File: config.mk
export PLATFORM = sky130hd
export DESIGN_NAME = step_iface_flat
export DESIGN_NICKNAME = d
export VERILOG_FILES = /design/src/rtl/step_iface_pkg.sv /design/src/rtl/step_iface_if.sv /design/src/rtl/step_iface_hex7.sv /design/src/rtl/step_iface.sv /design/src/flat_wrapper.sv
export SDC_FILE = /design/constraint.sdc
export NUM_CORES = 1
export LEC_CHECK = 0
export CORE_ASPECT_RATIO = 0.75
export CORE_MARGIN = 2
export CORE_UTILIZATION = 50
export DETAILED_ROUTE_END_ITERATION = 8
export HOLD_SLACK_MARGIN = 0.15
export MAX_ROUTING_LAYER = met4
export PLACE_DENSITY = 0.8
export SETUP_SLACK_MARGIN = 0.5
export SLEW_MARGIN = 25
export SYNTH_ARGS = -nofsm -noshare
export SYNTH_HDL_FRONTEND = slang
export SYNTH_SLANG_ARGS = --single-unit
File: constraint.sdc
create_clock -name clk -period 5.95 [get_ports clk]
set_input_delay 1.19 -clock clk [delete_from_list [all_inputs] [get_ports clk]]
set_output_delay 1.19 -clock clk [all_outputs]
set_load 0.01 [all_outputs]
File: src/rtl/step_iface_pkg.sv
// Shared types, seven-segment glyphs and sizing helpers for the step_iface
// key/switch loader and its hex display decoders.
package step_iface_pkg;

    typedef enum logic {
        KEY_PRESSED  = 1'b0,
        KEY_RELEASED = 1'b1
    } key_lvl_e;

    // Active-low glyphs; bit 0 = top segment, 1..5 clockwise, 6 = middle.
    localparam logic [6:0] SEG_0 = 7'h40;
    localparam logic [6:0] SEG_1 = 7'h79;
    localparam logic [6:0] SEG_2 = 7'h24;
    localparam logic [6:0] SEG_3 = 7'h30;
    localparam logic [6:0] SEG_4 = 7'h19;
    localparam logic [6:0] SEG_5 = 7'h12;
    localparam logic [6:0] SEG_6 = 7'h02;
    localparam logic [6:0] SEG_7 = 7'h78;
    localparam logic [6:0] SEG_8 = 7'h00;
    localparam logic [6:0] SEG_9 = 7'h10;
    localparam logic [6:0] SEG_A = 7'h08;
    localparam logic [6:0] SEG_B = 7'h03;
    localparam logic [6:0] SEG_C = 7'h46;
    localparam logic [6:0] SEG_D = 7'h21;
    localparam logic [6:0] SEG_E = 7'h06;
    localparam logic [6:0] SEG_F = 7'h0E;
    localparam logic [6:0] SEG_BLANK = 7'h7F;

    // Width of the byte-select switch field for a given datapath width.
    function automatic int bsel_w(input int data_w);
        int nbytes;
        nbytes = data_w / 8;
        if (nbytes <= 1) begin
            return 1;
        end else begin
            return $clog2(nbytes);
        end
    endfunction

    function automatic logic [6:0] seg_of(input logic [3:0] nib);
        logic [6:0] seg;
        case (nib)
            4'h0:    seg = SEG_0;
            4'h1:    seg = SEG_1;
            4'h2:    seg = SEG_2;
            4'h3:    seg = SEG_3;
            4'h4:    seg = SEG_4;
            4'h5:    seg = SEG_5;
            4'h6:    seg = SEG_6;
            4'h7:    seg = SEG_7;
            4'h8:    seg = SEG_8;
            4'h9:    seg = SEG_9;
            4'hA:    seg = SEG_A;
            4'hB:    seg = SEG_B;
            4'hC:    seg = SEG_C;
            4'hD:    seg = SEG_D;
            4'hE:    seg = SEG_E;
            4'hF:    seg = SEG_F;
            default: seg = SEG_BLANK;
        endcase
        return seg;
    endfunction

endpackage

File: src/rtl/step_iface_if.sv
// Switch/load bus between the board switches and the step_iface loader:
// master drives the switch fields, slave returns step and latched words.
interface step_iface_if #(
    parameter int DATA_W = 16,
    parameter int CTRL_W = 9
);
    localparam int BSEL_W = step_iface_pkg::bsel_w(DATA_W);

    logic              sw_mode;
    logic [BSEL_W-1:0] sw_byte;
    logic [8:0]        sw_val;
    logic              step;
    logic [DATA_W-1:0] data_out;
    logic [CTRL_W-1:0] ctrl_out;
    logic [8:0]        led;

    modport master (
        output sw_mode, sw_byte, sw_val,
        input  step, data_out, ctrl_out, led
    );

    modport slave (
        input  sw_mode, sw_byte, sw_val,
        output step, data_out, ctrl_out, led
    );

endinterface

File: src/rtl/step_iface_hex7.sv
// Single hexadecimal digit to active-low seven-segment decoder.
module hex7
    import step_iface_pkg::*;
(
    input  logic [3:0] nib,
    output logic [6:0] seg
);

    // Glyph lookup from the shared segment table.
    always_comb begin
        seg = seg_of(nib);
    end

endmodule

File: src/rtl/step_iface.sv
// Debounced push-button stepper that loads switch values into data/control
// registers and drives hex displays. Define STEP_AUTOREPEAT_EN for auto-repeat.
module step_iface
    import step_iface_pkg::*;
#(
    parameter int DATA_W       = 16,
    parameter int CTRL_W       = 9,
    parameter int DEBOUNCE_CYC = 500000,
    parameter int REPEAT_CYC   = 12500000
) (
    input  logic                  clk,
    input  logic                  rst_n,
    input  logic                  key_n,
    step_iface_if.slave           bus,
    input  logic [DATA_W-1:0]     disp_in,
    output logic [7*DATA_W/4-1:0] hex
);

    localparam int NBYTES  = DATA_W / 8;
    localparam int NDIGITS = DATA_W / 4;
    localparam int DB_W    = (DEBOUNCE_CYC > 1) ? $clog2(DEBOUNCE_CYC) : 1;

    logic              sync1_q;
    logic              sync1_d;
    logic              sync2_q;
    logic              sync2_d;
    key_lvl_e          level_q;
    key_lvl_e          level_d;
    logic [DB_W-1:0]   db_cnt_q;
    logic [DB_W-1:0]   db_cnt_d;
    logic              step_q;
    logic              step_d;
    logic [DATA_W-1:0] data_q;
    logic [DATA_W-1:0] data_d;
    logic [CTRL_W-1:0] ctrl_q;
    logic [CTRL_W-1:0] ctrl_d;
    logic              press_s;
    logic              rpt_fire_s;
    logic              fire_s;
    logic [7:0]        byte_idx_s;
    logic [7:0]        sel_byte_s;
    logic [8:0]        led_s;

    // Synchronizer and debounce counter next-state.
    always_comb begin
        sync1_d  = key_n;
        sync2_d  = sync1_q;
        level_d  = level_q;
        db_cnt_d = {DB_W{1'b0}};
        if (key_lvl_e'(sync2_q) != level_q) begin
            if (db_cnt_q == DB_W'(DEBOUNCE_CYC - 1)) begin
                level_d  = key_lvl_e'(sync2_q);
                db_cnt_d = {DB_W{1'b0}};
            end else begin
                level_d  = level_q;
                db_cnt_d = db_cnt_q + DB_W'(1'b1);
            end
        end else begin
            level_d  = level_q;
            db_cnt_d = {DB_W{1'b0}};
        end
    end

    assign press_s = (level_q == KEY_RELEASED) && (level_d == KEY_PRESSED);

`ifdef STEP_AUTOREPEAT_EN
    localparam int RPT_W = (REPEAT_CYC > 1) ? $clog2(REPEAT_CYC) : 1;

    logic [RPT_W-1:0] rpt_cnt_q;
    logic [RPT_W-1:0] rpt_cnt_d;

    // Repeat timer runs only while the accepted level stays pressed.
    always_comb begin
        rpt_cnt_d  = {RPT_W{1'b0}};
        rpt_fire_s = 1'b0;
        if ((level_q == KEY_PRESSED) && (level_d == KEY_PRESSED)) begin
            if (rpt_cnt_q == RPT_W'(REPEAT_CYC - 1)) begin
                rpt_cnt_d  = {RPT_W{1'b0}};
                rpt_fire_s = 1'b1;
            end else begin
                rpt_cnt_d  = rpt_cnt_q + RPT_W'(1'b1);
                rpt_fire_s = 1'b0;
            end
        end else begin
            rpt_cnt_d  = {RPT_W{1'b0}};
            rpt_fire_s = 1'b0;
        end
    end

    // Repeat timer register.
    always_ff @(posedge clk or negedge rst_n) begin
        if (!rst_n) begin
            rpt_cnt_q <= {RPT_W{1'b0}};
        end else begin
            rpt_cnt_q <= rpt_cnt_d;
        end
    end
`else
    assign rpt_fire_s = 1'b0;

    // Keeps the repeat period referenced when auto-repeat is compiled out.
    if (REPEAT_CYC < 1) begin : g_repeat_unused
    end
`endif

    assign fire_s     = press_s | rpt_fire_s;
    assign byte_idx_s = 8'(bus.sw_byte);

    // Switch fields are consumed only on the cycle a step is issued.
    always_comb begin
        step_d = fire_s;
        data_d = data_q;
        ctrl_d = ctrl_q;
        for (int b = 0; b < NBYTES; b++) begin
            data_d[8*b +: 8] = (fire_s && bus.sw_mode && (byte_idx_s == 8'(b)))
                             ? bus.sw_val[7:0] : data_q[8*b +: 8];
        end
        if (fire_s && !bus.sw_mode) begin
            ctrl_d = bus.sw_val[CTRL_W-1:0];
        end else begin
            ctrl_d = ctrl_q;
        end
    end

    // Status display mirrors the register the switches currently target.
    always_comb begin
        sel_byte_s = 8'h00;
        for (int b = 0; b < NBYTES; b++) begin
            sel_byte_s = sel_byte_s
                       | ((byte_idx_s == 8'(b)) ? data_q[8*b +: 8] : 8'h00);
        end
        if (bus.sw_mode) begin
            led_s = {1'b0, sel_byte_s};
        end else begin
            led_s = 9'(ctrl_q);
        end
    end

    // Key path and output registers.
    always_ff @(posedge clk or negedge rst_n) begin
        if (!rst_n) begin
            sync1_q  <= 1'b1;
            sync2_q  <= 1'b1;
            level_q  <= KEY_RELEASED;
            db_cnt_q <= {DB_W{1'b0}};
            step_q   <= 1'b0;
            data_q   <= {DATA_W{1'b0}};
            ctrl_q   <= {CTRL_W{1'b0}};
        end else begin
            sync1_q  <= sync1_d;
            sync2_q  <= sync2_d;
            level_q  <= level_d;
            db_cnt_q <= db_cnt_d;
            step_q   <= step_d;
            data_q   <= data_d;
            ctrl_q   <= ctrl_d;
        end
    end

    assign bus.step     = step_q;
    assign bus.data_out = data_q;
    assign bus.ctrl_out = ctrl_q;
    assign bus.led      = led_s;

    for (genvar k = 0; k < NDIGITS; k++) begin : g_digit
        hex7 u_hex7 (
            .nib (disp_in[4*k +: 4]),
            .seg (hex[7*k +: 7])
        );
    end

endmodule

File: src/flat_wrapper.sv
// flat-port wrapper written by rule: the top's interface ports become plain ports
module step_iface_flat import step_iface_pkg::*;
#(
    parameter int DATA_W       = 16,
    parameter int CTRL_W       = 9,
    parameter int DEBOUNCE_CYC = 500000,
    parameter int REPEAT_CYC   = 12500000
)
  (clk, rst_n, key_n, disp_in, hex, bus_sw_mode, bus_sw_byte, bus_sw_val, bus_step, bus_data_out, bus_ctrl_out, bus_led);
  step_iface_if #(.DATA_W(DATA_W), .CTRL_W(CTRL_W)) bus_i ();
  input  logic clk;
  input  logic rst_n;
  input  logic key_n;
  input  logic [DATA_W-1:0] disp_in;
  output logic [7*DATA_W/4-1:0] hex;
  input wire logic [$bits(bus_i.sw_mode)-1:0] bus_sw_mode;
  input wire logic [$bits(bus_i.sw_byte)-1:0] bus_sw_byte;
  input wire logic [$bits(bus_i.sw_val)-1:0] bus_sw_val;
  output wire logic [$bits(bus_i.step)-1:0] bus_step;
  output wire logic [$bits(bus_i.data_out)-1:0] bus_data_out;
  output wire logic [$bits(bus_i.ctrl_out)-1:0] bus_ctrl_out;
  output wire logic [$bits(bus_i.led)-1:0] bus_led;
  assign bus_i.sw_mode = bus_sw_mode;
  assign bus_i.sw_byte = bus_sw_byte;
  assign bus_i.sw_val = bus_sw_val;
  assign bus_step = bus_i.step;
  assign bus_data_out = bus_i.data_out;
  assign bus_ctrl_out = bus_i.ctrl_out;
  assign bus_led = bus_i.led;
  step_iface #(.DATA_W(DATA_W), .CTRL_W(CTRL_W), .DEBOUNCE_CYC(DEBOUNCE_CYC), .REPEAT_CYC(REPEAT_CYC)) u_core (.clk(clk), .rst_n(rst_n), .key_n(key_n), .bus(bus_i), .disp_in(disp_in), .hex(hex));
endmodule
==> flow_summary.rst <==
.. list-table::
   :header-rows: 1

   * - Metric
     - Value
   * - Critical-path maximum fanout
     - 5
   * - Post-synthesis cell type with the largest combined area
     - sky130_fd_sc_hd__dfrtp_1
   * - Distinct cells, synth
     - 41
   * - Beginning of the worst register-to-register path
     - u_core.db_cnt_q[0]
   * - Setup slack of the critical path after layout
     - between 1 and 1.5 ns
   * - Post-layout instance count excluding filler cells
     - 483
   * - Post-synth EDFFs
     - 0
   * - Count of instances resized after the clock tree is built
     - 0
   * - Number of placement rows
     - 25
   * - Post-placement cell area
     - ~4200 um2
   * - Sequential-to-total area share from yosys stat
     - a little under two fifths
   * - Initial core utilization
     - about half
   * - Synthesized instance count
     - about 320
   * - Leak Pwr
     - 1.88 nW
   * - Routed wirelength normalized by instance count
     - 15.0 um
   * - Num Clock Sinks
     - between 40 and 50
   * - Number of maximum-capacitance constraint violations
     - 0
   * - Worst hold path depth
     - 0
   * - Number of buffers on the longest clock path
     - 2
   * - Actual transition at the worst max-transition pin
     - 0.817 ns
   * - Arr. time, crit path
     - 3.31 ns
   * - Final global-route overflow total
     - 0
   * - Crit path required time
     - 4.76 ns
   * - Total via count after detailed routing
     - 2661
   * - Area used by multi-input combinational logic
     - 1880 um2
   * - Core utilization of the finished layout
     - 68.1%
   * - Setup Viol. Count Final
     - 0
   * - Final non-filler cell area
     - 4260 um2
   * - Total of buffers placed on input and output ports
     - between 90 and 100
   * - Area share of the largest cell type after synthesis
     - 35.1%
   * - Sink of the worst hold path
     - u_core.sync2_q
   * - Antenna Nets Post-Route
     - 0
   * - Dominant cell by count in the synthesized netlist
     - sky130_fd_sc_hd__dfrtp_1
   * - Worst hold start
     - u_core.sync1_q
   * - Antenna diode count
     - 0
   * - Synth Register Bits
     - 48
   * - Hold-fix buffers, CTS
     - 0
   * - Reg area
     - 1200 um2
   * - Via/cell ratio
     - 5.51
   * - Number of instances in the placed design
     - approximately 480
   * - Root buffer selected by CTS
     - sky130_fd_sc_hd__clkbuf_8
   * - Net Count, Synth
     - 371
   * - H-tree level count
     - 2
   * - RSZ-0062 raised after global routing
     - false
   * - Worst slew margin relative to its limit
     - approximately 46%
   * - Mean instance size in the synthesized netlist
     - 10.1 um2
   * - Run status
     - complete, no violations
   * - Worst-path clk slew
     - ~0.08 ns
   * - Setup crit start kind
     - input pin
   * - Number of buffers created by CTS
     - 5
   * - Portion of the clock cycle consumed by the worst path in the final layout
     - 75.7%
   * - Total routed wirelength
     - 7260 um
   * - Std-Cell Core Area
     - 6260 um2
   * - Die height
     - 73.3 um
   * - Initial detailed-routing violation count
     - 109
   * - Mapped Area
     - 3200 um2
   * - Largest cells by area after synthesis
     - sky130_fd_sc_hd__dfrtp_1, sky130_fd_sc_hd__mux2_2, sky130_fd_sc_hd__ha_1
   * - Most frequent cells after synthesis
     - sky130_fd_sc_hd__dfrtp_1, sky130_fd_sc_hd__nor2_1, sky130_fd_sc_hd__mux2_2, sky130_fd_sc_hd__ha_1, sky130_fd_sc_hd__mux2i_1
   * - Synth async-reset ratio
     - 100%
   * - Number of hold violations in the final report
     - 0
   * - Worst reg2reg endpoint
     - u_core.bus.ctrl_out[3]
   * - Pin count of the biggest net entering global routing
     - 49
   * - Fill count
     - ~500
   * - Insertion delay to the later sink of the worst-skew pair
     - 0.30 ns
   * - Vias in the first global route
     - 2399
   * - Total Negative Setup Slacks
     - 0 ns
   * - Maximum clock rate
     - 222 MHz
   * - Highest ir drop seen on vdd
     - ~0.13 mV
   * - Leading register cell type out of synthesis
     - sky130_fd_sc_hd__dfrtp_1
   * - Depth of the most critical reg-to-reg path
     - 5
   * - Number of max-slew violations in the final report
     - 0
   * - Kind of critical path
     - input pin to primary output
   * - Type of destination of the critical path
     - primary output
   * - Final weighted congestion in routability-driven placement
     - approximately 0.8
   * - Final HPWL DP
     - between 5000 and 6000 um
   * - Period minus WS final
     - 4.50 ns
   * - Post-CTS setup buffer count
     - 0
   * - Die W
     - roughly 96 um
   * - Count of nets after finishing
     - 456
   * - Setup Slack @ Placement
     - 1.45 ns
   * - IO Count
     - 93
   * - Pwr per Cell Area
     - approximately 160 nW/um2
   * - Share of cells above drive strength 1
     - 13.4%
   * - Area growth, synth to finish
     - 33.0%
   * - Die area
     - 7070 um2
   * - Reg-to-reg slack, setup
     - between 3 and 4 ns
   * - Post-route DRC
     - 0
   * - Clock tree from TritonCTS
     - yes
   * - Overall track demand over capacity in global routing
     - 21.0%
   * - Max Clock Skew
     - 0.00342 ns
   * - Type of the worst min-delay path
     - register to register
   * - Number of antenna violations at the first check in global routing
     - 0
   * - Count of synthesis-stage warnings from yosys
     - 0
   * - Global-route wire length before repair
     - approximately 11000 um
   * - First-pass iteration count of the detailed router
     - 4
## where the power goes
part | switching, W | internal, W | total (W) | leakage (nW)
Sequential | 0.00000485 | 0.000332 | 0.000337 | 0.648
Combinational | 0.0000770 | 0.0000896 | 0.000167 | 1.18
Clock | 0.000106 | 0.0000929 | 0.000199 | 0.0510
## cell type report
class	count	area share, %
clock buffer	6	1.94
inverter	16	1.41
sequential	48	28.3
tap	81	2.38
multi-input combinational	238	44.2
timing repair buffer	92	21.6
clock inverter	2	0.235
## layer usage
| metal | part of all wire, % | up-vias | GRT usage (%) | wire length [um] |
|---|---|---|---|---|
| met5 | 0 | - | - | 0 |
| met4 | 1.1 | 0 | 5.48 | 79 |
| met3 | 6.3 | 10 | 3.90 | 458 |
| met2 | 45 | 88 | 31.3 | 3300 |
| met1 | 47 | 1271 | 29.9 | 3420 |
| li1 | - | 1292 | - | - |
## placed cells by master, fill, tap and decap left out, drive strengths merged, types with 10 or more instances in the layout
master          n
a21oi          15
mux2i          19
dfrtp          45
nor2           42
nand2          13
xnor2          10
clkdlybuf4s50  91
inv            16
ha             25
mux2           29
## kinds of logic (layout without fill, tap and decap cells)
family,Yosys count,after routing,share of synthesized area [%]
DFF,48,48,37.6
muxes,52,52,18.9
AOI/OAI and AO/OA,43,43,8.71
xor gates and xnor gates,15,15,4.10
adders and majority gates,25,25,9.76
buffers and inverters,30,116,3.59
and+or+nand+nor,103,103,17.3
## metrics by stage
step | hold slack [ns] | power [W]
final | 0.358 | 0.000703
after CTS | 0.359 | 0.000709
after global placement | 0.347 | 0.000506
after global routing | 0.368 | 0.000738
after floorplan | 0.345 | 0.000421
after detailed placement | 0.347 | 0.000510
## worst max-delay path: stages
cell	delay, ns
sky130_fd_sc_hd__clkdlybuf4s50_1	0.51
sky130_fd_sc_hd__inv_1	0.17
sky130_fd_sc_hd__ha_1	0.25
sky130_fd_sc_hd__nor2b_1	0.08
sky130_fd_sc_hd__or3b_2	0.47
sky130_fd_sc_hd__o21ai_0	0.08
sky130_fd_sc_hd__clkdlybuf4s50_1	0.56
## flip-flops by register name, summed over array words and instances (netlist names)
signal,flops
u_core.bus.ctrl_out,9
u_core.sync1_q,1
u_core.level_q,1
u_core.bus.step,1
u_core.bus.data_out,16
u_core.sync2_q,1
u_core.db_cnt_q,19
## worst max-delay path by stage
stage	start	endpoint	slack, ns	depth (start not counted)
after floorplan	disp_in[11]	hex[14]	2.60	4
after global placement	disp_in[9]	hex[14]	1.53	7
after detailed placement	disp_in[9]	hex[14]	1.45	7
after CTS	disp_in[9]	hex[14]	1.45	7
after global routing	disp_in[9]	hex[14]	1.31	7
final	disp_in[1]	hex[0]	1.45	7
(Power assumes the default switching activity.)
